$ cat config.mk
export PLATFORM = sky130hd
export DESIGN_NAME = if_id_buffer
export DESIGN_NICKNAME = d
export VERILOG_FILES = /design/src/rtl/if_id_buffer.sv
export SDC_FILE = /design/constraint.sdc
export NUM_CORES = 1
export LEC_CHECK = 0
export ABC_AREA = 1
export CAP_MARGIN = 15
export CORE_MARGIN = 8
export CORE_UTILIZATION = 40
export CTS_BUF_LIST = sky130_fd_sc_hd__clkbuf_2
export DETAILED_ROUTE_END_ITERATION = 8
export HOLD_SLACK_MARGIN = 0.1
export PLACE_DENSITY = 0.61
export SLEW_MARGIN = 20
export SYNTH_ARGS = -nofsm -noshare
export SYNTH_HDL_FRONTEND = slang
export SYNTH_SLANG_ARGS = --single-unit
$ cat constraint.sdc
create_clock -name clk -period 11.03 [get_ports clk]
set_input_delay 2.206 -clock clk [delete_from_list [all_inputs] [get_ports clk]]
set_output_delay 2.206 -clock clk [all_outputs]
set_load 0.01 [all_outputs]
$ cat src/rtl/if_id_buffer.sv
// Fetch-side decoupling stage: issues instruction-memory reads under a credit
// check and queues the returned {pc, inst} pairs for the decode stage.
module if_id_buffer #(
  parameter int unsigned DEPTH    = 2,
  parameter logic [31:0] NOP_INST = 32'h0000_0000
) (
  input  logic        clk,
  input  logic        rst,
  input  logic [31:0] pc,
  input  logic        ce,
  output logic        pc_stall,
  output logic        imem_ce,
  output logic [31:0] imem_addr,
  input  logic [31:0] imem_inst,
  input  logic        flush,
  output logic        id_valid,
  input  logic        id_ready,
  output logic [31:0] id_pc,
  output logic [31:0] id_inst
);
  localparam int unsigned AW = $clog2(DEPTH);
  localparam int unsigned CW = AW + 1;
  localparam int unsigned XW = AW + 2;
  localparam logic [AW-1:0] PTR_ONE = AW'(1);
  localparam logic [CW-1:0] CNT_ONE = CW'(1);
  localparam logic [XW-1:0] DEPTH_X = XW'(DEPTH);

  logic [CW-1:0] count_q, count_d;
  logic [AW-1:0] head_q, head_d, tail_q, tail_d;
  logic          inflight_q, inflight_d, drop_q, drop_d;
  logic [31:0]   pending_pc_q, pending_pc_d;
  logic [31:0]   pc_mem_q [DEPTH];
  logic [31:0]   pc_mem_d [DEPTH];
  logic [31:0]   inst_mem_q [DEPTH];
  logic [31:0]   inst_mem_d [DEPTH];
  logic          pop_s, push_s, can_issue_s;
  logic [XW-1:0] credit_s;

  // Handshake, credit check and head presentation; credit sees this cycle's pop
  always_comb begin
    id_valid    = (count_q != {CW{1'b0}});
    pop_s       = id_valid & id_ready;
    credit_s    = XW'(count_q) + XW'(inflight_q) - XW'(pop_s);
    can_issue_s = (credit_s < DEPTH_X);
    imem_ce     = ce & can_issue_s & ~flush & ~rst;
    pc_stall    = ce & ~can_issue_s & ~flush;
    imem_addr   = pc;
    push_s      = inflight_q & ~drop_q & ~flush;
    if (id_valid) begin
      id_pc   = pc_mem_q[head_q];
      id_inst = inst_mem_q[head_q];
    end else begin
      id_pc   = 32'h0000_0000;
      id_inst = NOP_INST;
    end
  end

  // Next-state: response capture, pointer/count update and flush
  always_comb begin
    count_d      = count_q;
    head_d       = head_q;
    tail_d       = tail_q;
    pc_mem_d     = pc_mem_q;
    inst_mem_d   = inst_mem_q;
    inflight_d   = imem_ce;
    pending_pc_d = imem_ce ? pc : pending_pc_q;
    drop_d       = flush & inflight_q;
    if (flush) begin
      count_d = {CW{1'b0}};
      head_d  = {AW{1'b0}};
      tail_d  = {AW{1'b0}};
    end else begin
      if (push_s) begin
        pc_mem_d[tail_q]   = pending_pc_q;
        inst_mem_d[tail_q] = imem_inst;
        tail_d             = tail_q + PTR_ONE;
      end else begin
        tail_d = tail_q;
      end
      if (pop_s) begin
        head_d = head_q + PTR_ONE;
      end else begin
        head_d = head_q;
      end
      case ({push_s, pop_s})
        2'b10:   count_d = count_q + CNT_ONE;
        2'b01:   count_d = count_q - CNT_ONE;
        default: count_d = count_q;
      endcase
    end
  end

  // State registers
  always_ff @(posedge clk or posedge rst) begin
    if (rst) begin
      count_q      <= {CW{1'b0}};
      head_q       <= {AW{1'b0}};
      tail_q       <= {AW{1'b0}};
      inflight_q   <= 1'b0;
      drop_q       <= 1'b0;
      pending_pc_q <= 32'h0000_0000;
      for (int unsigned i = 0; i < DEPTH; i++) begin
        pc_mem_q[i]   <= 32'h0000_0000;
        inst_mem_q[i] <= 32'h0000_0000;
      end
    end else begin
      count_q      <= count_d;
      head_q       <= head_d;
      tail_q       <= tail_d;
      inflight_q   <= inflight_d;
      drop_q       <= drop_d;
      pending_pc_q <= pending_pc_d;
      pc_mem_q     <= pc_mem_d;
      inst_mem_q   <= inst_mem_d;
    end
  end
endmodule
==> out/results.tsv <==
stage	metric	value	unit
run_status	outcome	completed	
cts	CTS Buf Count	17	
worst_setup_path	CP top delay family	buffers and inverters	
worst_setup_path	cells along the critical path	clkdlybuf4s50_1 > inv_1 > nor2_1 > ha_1 > or2_2 > fa_1 > inv_1 > nor2_1 > nor2_1 > nand2_1 > inv_1 > buf_4 > nand2_2 > inv_1 > clkdlybuf4s50_1	
min_path	worst hold path type	reg2reg	
power	total power	1540	µW
final_layout	final core utilization	0.498	
timing	Setup Viol. Count Final	0	
routing	M1 WL	9.11	mm
timing	skew final	0.0240	ns
timing	fin. max-slew vios	0	
placed_design	Post-DP HPWL	12.1	mm
placed_design	I/O Buffers	167	
worst_setup_path	crit end category	output port	
worst_setup_path	WS Path Type	in2out	
yosys	cell area after synthesis	7830	µm²
timing	slew margin rel.	0.332	
routing	routed len/inst	14.7	µm
global_routing	first-pass GRT wire length	31.5	mm
power	Peak VDD IR	76.4	µV
routing	top sig layer	met4	
worst_setup_path	Slowest-stage cell, CP	clkdlybuf4s50_1	
final_layout	Syn-to-layout area delta	22.9	%
die	Die Height	156	µm
cts	Clk Latency, worst-skew pair	0.71	ns
cts	Setup Buffers After CTS	0	
routing	DRC viols	0	
routing	vias	6039	
worst_setup_path	Req. time, crit path	8.82	ns
worst_setup_path	flop-to-flop setup slack	7.91	ns
final_layout	share of cells above drive strength 1	0.118	
worst_setup_path	CP Max Fanout	33	
timing	final hold violations	0	
global_routing	All-Layer GR Usage	0.162	
routing	DRT Pass-1 Iters	5	
yosys	synth unique cells	24	
final_layout	fillcell total	1911	
timing	Fmax	0.127	GHz
global_routing	largest net degree at the start of global routing	104	
job	Max Cap Viol	0	
yosys	Synth Area per Inst	8.53	µm²
cts	Resize count post-CTS	0	
yosys	sequential share of the synthesized area	0.531	
timing	Period minus WS final	7.90	ns
placed_design	post-place instance area	9320	µm²
power	P per Cell Area	160	nW/µm²
global_routing	number of global-route vias before repair	6044	
routing	Starting DRT DRC Count	321	
die	core area	19300	µm²
placed_design	routability cong.	0.773	
cts	root buffer cell	clkbuf_2	
yosys	FF+latch count, synth	166	
cts	clock sink total	166	
worst_setup_path	Worst path most repeated cell	inv_1	
routing	remaining antenna violation count	0	
die	die area	24300	µm²
global_routing	remaining global-route overflow	0	
power	Leakage	0.00444	µW
cts	CTS tree	done	
global_routing	initial antenna violation count	1	
die	# rows	51	
cts	CTS clk-pin slew, worst paths	0.22	ns
routing	Routed WL	19.1	mm
cts	clk buf depth	2	
routing	met3 routed WL	1.21	mm
routing	WL met2	8.55	mm
timing	setup TNS	0	ns
worst_setup_path	Worst path max stage delay	0.57	ns
die	Die Width	156	µm
final_layout	final net count	1092	
timing	Final period util	0.717	
final_layout	post-route design area	9620	µm²
die	Starting Density	0.405	
worst_setup_path	Buf/Inv on CP	7	
cts	H-tree levels	4	
die	Top Ports	168	
routing	Avg Vias per Cell	4.64	
worst_setup_path	critical path arrival	5.70	ns
yosys	Syn Inst Count	917	
yosys	syn nets	988	
cts	# hold bufs at CTS	0	
yosys	yosys synthesis warning count	0	
timing	Worst-Margin Slew	1.00	ns
timing	RSZ-0062 raised after global routing	false	
worst_setup_path	crit path launch type	primary input	
==> cells by family (layout without fill, tap and decap cells) <==
logic type                 after synthesis  count (layout)  synth area share
and+or+nand+nor                        385             385             0.200
AOI/OAI and AO/OA                      195             195             0.151
buffers and inverters                  169             286             0.115
DFF                                    166             166             0.531
adders and majority gates                2               2           0.00416
other                                    0               2                 0
==> placed cells by master, fill, tap and decap left out, types with 4 or more instances in the layout <==
master	n
a21oi_1	65
buf_4	8
bufinv_16	5
clkbuf_2	18
clkdlybuf4s50_1	167
clkinv_2	4
dfrtp_1	165
inv_1	76
nand2_1	315
nand2_2	19
nand3_1	38
nor2_1	6
o21ai_0	34
o21ai_1	42
o21ai_2	54
==> worst paths after layout <==
path                                               from                           end  depth (start not counted)
setup / recovery                               id_ready                       imem_ce                         15
hold / removal             pending_pc_q[25]$_DFFE_PP0P_  pending_pc_q[25]$_DFFE_PP0P_                          2
setup reg to reg                 count_q[1]$_DFFE_PP0P_   pending_pc_q[2]$_DFFE_PP0P_                         14
hold reg to reg            pending_pc_q[25]$_DFFE_PP0P_  pending_pc_q[25]$_DFFE_PP0P_                          2
max in group asynchronous                           rst      pc_mem_q[53]$_DFFE_PP0P_                          3
min in group asynchronous                           rst        count_q[0]$_DFFE_PP0P_                          2
==> cells in the mapped netlist <==
cell type,number,area share
a21oi_1,65,0.042
buf_1,8,0.0038
buf_2,22,0.014
buf_4,36,0.035
buf_6,13,0.019
clkbuf_1,10,0.0048
clkbuf_2,1,0.00064
dfrtp_1,166,0.53
fa_1,1,0.0026
ha_1,1,0.0016
inv_1,78,0.037
inv_4,1,0.00080
nand2_1,316,0.15
nand2_2,19,0.015
nand3_1,38,0.024
nand3_2,1,0.0013
nand4_1,1,0.00080
nor2_1,7,0.0034
nor3_2,1,0.0013
o21ai_0,34,0.022
o21ai_1,42,0.027
o21ai_2,54,0.060
or2_2,1,0.00080
or2_4,1,0.0011
==> sequential cells by signal, summed over array words and instances, names as in the netlist <==
register,count
head_q,1
inflight_q,1
inst_mem_q,64
pc_mem_q,64
tail_q,1
count_q,2
drop_q,1
pending_pc_q,32
==> worst register-to-register path, cell delays in order, from the launching register on <==
cell and delay, ns:
dfrtp_1 0.54, nor2_4 0.05, nor2_1 0.16, ha_1 0.26, or2_2 0.30, fa_1 0.38, inv_1 0.07, nor2_1 0.03
nor2_1 0.09, nand2_1 0.07, inv_1 0.05, buf_4 0.31, nand2_2 0.47, nand2_1 0.17, nand2_1 0.07
==> metrics by stage <==
stage	setup WS, ns	hold slack, ns	instances
after global routing	2.85	0.528	1301
after global placement	3.15	0.454	1267
after floorplan	4.33	0.442	917
final	3.13	0.502	1301
after CTS	3.08	0.508	1299
after detailed placement	3.09	0.459	1267
==> power by group <==
group | leakage, µW | switching (µW) | internal [µW]
Sequential | 0.00217 | 72.9 | 738
Combinational | 0.00209 | 187 | 158
Clock | 0.000172 | 210 | 171
Total | 0.00444 | 470 | 1070
==> cell type report <==
class	instances	area, µm²	share of cell area
clock buffers	18	90.1	0.00937
repair buffers	175	1730	0.180
clock inverters	14	206	0.0215
diodes	2	5.00	0.000520
flip-flops and latches	166	4160	0.432
inverters	79	304	0.0316
well taps	265	332	0.0345
multi-input cells	582	2800	0.291
==> layer usage <==
layer	GRT usage	up-vias
met5	0	-
met4	0.0453	0
met3	0.0482	17
met2	0.249	144
met1	0.216	2782
li1	-	3096
No activity file was read; power rests on OpenSTA's default activity.
